`config.mk`:
```
export PLATFORM = sky130hd
export DESIGN_NAME = sdram_frame_arbiter
export DESIGN_NICKNAME = d
export VERILOG_FILES = /design/src/rtl/sdram_frame_arbiter.sv
export SDC_FILE = /design/constraint.sdc
export NUM_CORES = 1
export LEC_CHECK = 0
export CELL_PAD_IN_SITES_DETAIL_PLACEMENT = 1
export CELL_PAD_IN_SITES_GLOBAL_PLACEMENT = 1
export CORE_ASPECT_RATIO = 1.5
export CORE_MARGIN = 2
export CORE_UTILIZATION = 38
export CTS_BUF_LIST = sky130_fd_sc_hd__clkbuf_4 sky130_fd_sc_hd__clkbuf_8 sky130_fd_sc_hd__clkbuf_16
export CTS_CLUSTER_DIAMETER = 80
export DETAILED_ROUTE_END_ITERATION = 10
export PLACE_DENSITY_LB_ADDON = 0.1
export SETUP_SLACK_MARGIN = 0.05
export SLEW_MARGIN = 0
export SYNTH_ARGS = -nofsm -noshare
export SYNTH_HDL_FRONTEND = slang
export SYNTH_SLANG_ARGS = --single-unit
export TNS_END_PERCENT = 10
```
`constraint.sdc`:
```
create_clock -name clk -period 2 [get_ports clk]
set_input_delay 0.2 -clock clk [delete_from_list [all_inputs] [get_ports clk]]
set_output_delay 0.2 -clock clk [all_outputs]
set_load 0.05 [all_outputs]
```
`src/rtl/sdram_frame_arbiter.sv`:
```
// sdram_frame_arbiter
//   Arbitrates one SDRAM controller between a camera write path and a VGA read path.
//   Bursts of BURST_LEN words walk a FRAME_WORDS-word frame per path. Each path
//   latches a frame-done flag at the end of its frame. The flag and the address clear
//   only through that path's load pulse or through reset. When both paths want the
//   controller, the path that was not granted last is served.
//
// Ports
//   clk, rst_n                 clock (rising edge), asynchronous active-low reset
//   sdram_init_done            controller ready level; no request is issued while low
//   wr_bank / rd_bank          bank selects, sampled on entry to the request state
//   wr_load / rd_load          one-cycle frame restart pulses
//   wfifo_usedw / rfifo_usedw  camera write FIFO / VGA read FIFO fill levels
//   sdram_ack / sdram_done     controller accepted request / burst finished (pulses)
//   sys_wr_req / sys_rd_req    burst request levels, held until sdram_ack
//   sys_addr                   {bank, word address}, constant for the whole burst
//   frame_write_done / frame_read_done  whole frame transferred on that path
module sdram_frame_arbiter #(
  parameter int unsigned BURST_LEN   = 256,
  parameter int unsigned FRAME_WORDS = 307200,
  parameter int unsigned RFIFO_DEPTH = 1024
) (
  input  logic        clk,
  input  logic        rst_n,
  input  logic        sdram_init_done,
  input  logic [1:0]  wr_bank,
  input  logic [1:0]  rd_bank,
  input  logic        wr_load,
  input  logic        rd_load,
  input  logic [10:0] wfifo_usedw,
  input  logic [10:0] rfifo_usedw,
  input  logic        sdram_ack,
  input  logic        sdram_done,
  output logic        sys_wr_req,
  output logic        sys_rd_req,
  output logic [21:0] sys_addr,
  output logic        frame_write_done,
  output logic        frame_read_done
);

  typedef enum logic [2:0] {StIdle, StWrReq, StWrWait, StRdReq, StRdWait} state_e;

  localparam logic        GrantWr   = 1'b0;
  localparam logic        GrantRd   = 1'b1;
  localparam logic [20:0] BurstStep = 21'(BURST_LEN);
  localparam logic [20:0] FrameEnd  = 21'(FRAME_WORDS);

  state_e      state_q, state_d;
  logic [21:0] addr_q, addr_d;
  logic [19:0] wr_addr_q, wr_addr_d;
  logic [19:0] rd_addr_q, rd_addr_d;
  logic        wr_done_q, wr_done_d;
  logic        rd_done_q, rd_done_d;
  logic        wr_pend_q, wr_pend_d;
  logic        rd_pend_q, rd_pend_d;
  logic        last_grant_q, last_grant_d;

  logic        wr_elig, rd_elig;
  logic        wr_busy, rd_busy;
  logic [20:0] wr_adv, rd_adv;

  // A load pulse in the same cycle also blocks entry, so a new burst never starts from an
  // address that is being cleared on that very edge.
  assign wr_elig = (32'(wfifo_usedw) >= BURST_LEN) && !wr_done_q && !wr_pend_q && !wr_load;
  assign rd_elig = (32'(rfifo_usedw) <= (RFIFO_DEPTH - BURST_LEN)) && !rd_done_q &&
                   !rd_pend_q && !rd_load;

  assign wr_busy = (state_q == StWrReq) || (state_q == StWrWait);
  assign rd_busy = (state_q == StRdReq) || (state_q == StRdWait);

  // One extra bit so the end-of-frame compare works even when FRAME_WORDS == 2^20.
  assign wr_adv = {1'b0, wr_addr_q} + BurstStep;
  assign rd_adv = {1'b0, rd_addr_q} + BurstStep;

  always_comb begin
    state_d      = state_q;
    addr_d       = addr_q;
    wr_addr_d    = wr_addr_q;
    rd_addr_d    = rd_addr_q;
    wr_done_d    = wr_done_q;
    rd_done_d    = rd_done_q;
    wr_pend_d    = wr_pend_q;
    rd_pend_d    = rd_pend_q;
    last_grant_d = last_grant_q;

    // Loads on an idle path act at once; on a busy path they wait for the burst to end.
    if (wr_load) begin
      if (wr_busy) begin
        wr_pend_d = 1'b1;
      end else begin
        wr_addr_d = '0;
        wr_done_d = 1'b0;
      end
    end
    if (rd_load) begin
      if (rd_busy) begin
        rd_pend_d = 1'b1;
      end else begin
        rd_addr_d = '0;
        rd_done_d = 1'b0;
      end
    end

    unique case (state_q)
      StIdle: begin
        if (sdram_init_done) begin
          if (wr_elig && (!rd_elig || (last_grant_q == GrantRd))) begin
            state_d = StWrReq;
            addr_d  = {wr_bank, wr_addr_q};
          end else if (rd_elig) begin
            state_d = StRdReq;
            addr_d  = {rd_bank, rd_addr_q};
          end
        end
      end
      StWrReq: begin
        if (sdram_ack) state_d = StWrWait;
      end
      StWrWait: begin
        if (sdram_done) begin
          state_d      = StIdle;
          last_grant_d = GrantWr;
          // A pending or coincident load wins over both the advance and the frame wrap.
          if (wr_pend_q || wr_load) begin
            wr_addr_d = '0;
            wr_done_d = 1'b0;
            wr_pend_d = 1'b0;
          end else if (wr_adv == FrameEnd) begin
            wr_addr_d = '0;
            wr_done_d = 1'b1;
          end else begin
            wr_addr_d = wr_adv[19:0];
          end
        end
      end
      StRdReq: begin
        if (sdram_ack) state_d = StRdWait;
      end
      StRdWait: begin
        if (sdram_done) begin
          state_d      = StIdle;
          last_grant_d = GrantRd;
          if (rd_pend_q || rd_load) begin
            rd_addr_d = '0;
            rd_done_d = 1'b0;
            rd_pend_d = 1'b0;
          end else if (rd_adv == FrameEnd) begin
            rd_addr_d = '0;
            rd_done_d = 1'b1;
          end else begin
            rd_addr_d = rd_adv[19:0];
          end
        end
      end
      default: state_d = StIdle;
    endcase
  end

  always_ff @(posedge clk or negedge rst_n) begin
    if (!rst_n) begin
      state_q      <= StIdle;
      addr_q       <= '0;
      wr_addr_q    <= '0;
      rd_addr_q    <= '0;
      wr_done_q    <= 1'b0;
      rd_done_q    <= 1'b0;
      wr_pend_q    <= 1'b0;
      rd_pend_q    <= 1'b0;
      last_grant_q <= GrantRd;
    end else begin
      state_q      <= state_d;
      addr_q       <= addr_d;
      wr_addr_q    <= wr_addr_d;
      rd_addr_q    <= rd_addr_d;
      wr_done_q    <= wr_done_d;
      rd_done_q    <= rd_done_d;
      wr_pend_q    <= wr_pend_d;
      rd_pend_q    <= rd_pend_d;
      last_grant_q <= last_grant_d;
    end
  end

  // Requests are decoded from the registered state, so they are glitch-free and mutually
  // exclusive by construction.
  assign sys_wr_req       = (state_q == StWrReq);
  assign sys_rd_req       = (state_q == StRdReq);
  assign sys_addr         = addr_q;
  assign frame_write_done = wr_done_q;
  assign frame_read_done  = rd_done_q;

endmodule

```
==> summary.md, run 1 <==
| Metric | Value |
|---|---|
| Slew Limit Fails | `0` |
| Startpoint Class | `flip-flop` |
| FILL cells | `1192` |
| Count leader, synth | `dfrtp_1` |
| Final ANT Viol Nets | `0` |
| Initial antenna violation count | `0` |
| Number of DRC markers in iteration 0 | `175` |
| Static Leakage | `2.560 nW` |
| Critical path type | `flip-flop to flip-flop` |
| Yosys top cell area share | `42.72%` |
| Die footprint | `11490 sq um` |
| Tcrit/Tclk final | `105.2%` |
| Fin area | `5652 sq um` |
| PD cells | `772.9 nW/um^2` |
| Clk sink count | `70` |
| Pre-CTS setup slack | `-0.2939 ns` |
| Die Wd | `88.20 um` |
| Overall die height | `130.3 um` |
| Drt pass-1 iters | `4` |
| TritonCTS clock tree | `built` |
| EDFF count, synth | `0` |
| Syn Nets | `444` |
| Synthesis-to-layout area growth | `39.85%` |
| Max cap viols | `0` |
| # nets final | `548` |
| Top cells by area, synth | `dfrtp_1 43%, mux2_2 12%, nand2_1 3.8%` |
| Dominant cell type by area after synthesis | `dfrtp_1` |
| Initial core utilization | `38.58%` |
| Fraction of layout cells with a size suffix above 1 | `33.33%` |
| Total gr overflow | `0` |
| Outcome | `finished with violations` |
| Final WL | `12.23 mm` |
| Ys Warns | `0` |
| Register area share after synthesis | `43.37%` |
| Inserted Clock Buffers | `9` |
| Tmin final | `2.105 ns` |
| Crit path DAT | `2.38 ns` |
| Req. time, crit path | `2.27 ns` |
| Worst r2r path cells | `7` |
| Reg clk slew, reported paths | `0.06 ns` |
| Gpl congestion | `0.7978` |
| Total track usage | `22.52%` |
| Failing checks | `negative setup slack` |
| Vias/cell | `5.430` |
| # diodes | `0` |
| Post-Syn Area | `4041 sq um` |
| Core Area | `10480 sq um` |
| Synth top cells by count | `69 x dfrtp_1, 43 x mux2_2, 41 x nand2_1` |
| I/O Buffers | `50` |
| CTS H-tree lvls | `3` |
| Worst-path maximum fanout | `6` |
| Worst slew pin tran | `0.5202 ns` |
| Final total power | `4.368 mW` |
| Synth Flop Type | `dfrtp_1` |
| FP Rows | `46` |
| Fin. Hold Viols | `0` |
| Synth Register Bits | `70` |
| Slew margin rel. | `65.21%` |
| Flop-to-flop setup slack | `-0.10 ns` |
| Largest net degree at the start of global routing | `71` |
| CP endpoint | `frame_write_done$_DFF_PN0_` |
| Worst vdd ir | `0.0005002 V` |
| Hold_ws | `0.4034 ns` |
| Post-DP HPWL | `8.570 mm` |
| Worst-Skew Late Latency | `0.34 ns` |
| FFs w/ async S/R, synth | `100.0%` |
| Critical path launch point | `wr_addr_q[8]$_DFF_PN0_` |
| RSZ-0062 raised after global routing | `true` |
| Synth unique cells | `53` |
| RR Endpoint | `frame_write_done$_DFF_PN0_` |
| Max Clock Freq | `475.1 MHz` |
| Crit end category | `flip-flop` |
| Max Root-Sink Buffers | `2` |
| Io pins | `59` |
| Syn Inst Count | `407` |
| Area after DPL | `5191 sq um` |
| Synth Area per Inst | `9.930 sq um` |
| Vias in the first global route | `3810` |
| Worst Hold Class | `primary input to async pin` |
| Worst flop-to-flop path startpoint | `wr_addr_q[8]$_DFF_PN0_` |
| WL/cell | `18.53 um` |
| Post-route clock skew | `0.005367 ns` |
| Setup ws final | `-0.1046 ns` |
| Root Buffer | `clkbuf_16` |
| # DRC | `0` |
| Via count | `3584` |
| Final setup fails | `7` |
| First-pass GRT wire length | `19.71 mm` |
metal layers:
metal,part of all wire (%),vias up,track usage (%)
met5,0,-,0
met4,1.2,0,6.595
met3,2.4,11,4.048
met2,54,43,40.25
met1,43,1828,27.33
li1,-,1702,-
flip-flops by register name, summed over array words and instances (netlist names):
name / cells
frame_read_done: 1
rd_addr_q: 20
last_grant_q: 1
frame_write_done: 1
wr_addr_q: 20
wr_pend_q: 1
rd_pend_q: 1
state_q: 3
sys_addr: 22
critical path: stages (launching register included):
cell and delay, ns:
dfrtp_2 0.47, nand3_2 0.16, buf_4 0.15, mux2i_1 0.19, a21oi_1 0.10, or4b_4 0.58
or3_1 0.34, nand2_1 0.06
layout make-up:
cell class | count | area [sq um] | share of cell area, %
tap | 144 | 180.2 | 3.188
timing repair buffer | 123 | 1137 | 20.12
clock buffer | 10 | 232.7 | 4.118
clock inverter | 6 | 93.84 | 1.660
multi-input combinational | 300 | 2223 | 39.34
inverter | 7 | 26.28 | 0.4649
sequential | 70 | 1758 | 31.10
report_power, final:
group	internal, mW	total [mW]	leakage, nW	switching (mW)
Combinational	0.420	1.02	1.45	0.600
Clock	1.12	1.76	0.157	0.645
Sequential	1.50	1.59	0.954	0.0889
cells in the final DEF, fill, tap and decap left out, types with 4 or more instances in the layout:
master,count
mux2i_1,5
nor2_1,25
o21a_1,20
buf_12,7
mux2_2,41
o221ai_1,7
nand3_1,9
o21ai_0,18
clkbuf_16,9
dfrtp_1,65
inv_1,6
and3_1,8
o31ai_1,5
dfrtp_2,4
nand4_1,11
nand2_1,40
clkdlybuf4s50_1,45
nor3_1,11
and4_1,4
xnor2_1,5
a21oi_1,22
buf_4,66
a31oi_1,6
timing repair:
action | CTS | global route
buffers inserted | 0 | 1
pin swaps | 1 | 6
hold buffers | 1 | 0
endpoints found under the setup margin | 15 | 43
hold endpoints to repair | 69 | 0
gates resized for setup | 11 | 17
kinds of logic (layout without fill, tap and decap cells):
logic type / after synthesis / after routing / share of synthesized area, %
and+or+nand+nor: 147 / 147 / 19.66
DFF: 70 / 70 / 43.37
buffers and inverters: 37 / 146 / 5.542
AOI/OAI and AO/OA: 93 / 93 / 15.23
muxes: 48 / 48 / 13.22
xor gates and xnor gates: 8 / 8 / 1.734
adders and majority gates: 4 / 4 / 1.238
through the flow:
| stage | setup TNS, ns | instances | utilization [%] |
|---|---|---|---|
| 6_report | -0.3341 | 660 | 53.95 |
| 5_1_grt | -1.319 | 660 | 53.95 |
| 4_1_cts | -0.5207 | 659 | 53.17 |
| 3_5_place_dp | -7.689 | 642 | 49.56 |
| 3_3_place_gp | -6.365 | 642 | 49.56 |
| 2_1_floorplan | 0 | 407 | - |
worst min-delay path by stage:
| stage | from | end | slack [ns] | cells past startpoint |
|---|---|---|---|---|
| 6_report | rst_n | rd_addr_q[15]$_DFF_PN0_ | 0.40 | 3 |
| 5_1_grt | rst_n | rd_addr_q[16]$_DFF_PN0_ | 0.46 | 3 |
| 4_1_cts | rst_n | rd_addr_q[16]$_DFF_PN0_ | 0.44 | 3 |
| 3_5_place_dp | rst_n | rd_addr_q[16]$_DFF_PN0_ | 0.27 | 2 |
| 3_3_place_gp | rst_n | rd_addr_q[16]$_DFF_PN0_ | 0.26 | 2 |
| 2_1_floorplan | rst_n | frame_read_done$_DFF_PN0_ | -0.1 | 0 |
Note: power is estimated with default switching activity, not from simulation.
==> inputs of run 2 (changes only) <==
--- a/config.mk
+++ b/config.mk
@@ -11,7 +11,7 @@
 export CORE_MARGIN = 2
 export CORE_UTILIZATION = 38
 export CTS_BUF_LIST = sky130_fd_sc_hd__clkbuf_4 sky130_fd_sc_hd__clkbuf_8 sky130_fd_sc_hd__clkbuf_16
-export CTS_CLUSTER_DIAMETER = 80
+export CTS_CLUSTER_DIAMETER = 40
 export DETAILED_ROUTE_END_ITERATION = 10
 export PLACE_DENSITY_LB_ADDON = 0.1
 export SETUP_SLACK_MARGIN = 0.05
==> results of run 2 <==
No change in the layout: final DEF, timing and power equal those of run 1.
==> inputs of run 3 (changes only) <==
--- a/config.mk
+++ b/config.mk
@@ -5,6 +5,7 @@
 export SDC_FILE = /design/constraint.sdc
 export NUM_CORES = 1
 export LEC_CHECK = 0
+export ABC_CLOCK_PERIOD_IN_PS = 2000
 export CELL_PAD_IN_SITES_DETAIL_PLACEMENT = 1
 export CELL_PAD_IN_SITES_GLOBAL_PLACEMENT = 1
 export CORE_ASPECT_RATIO = 1.5
==> results of run 3 <==
No change in the layout: final DEF, timing and power equal those of run 1.
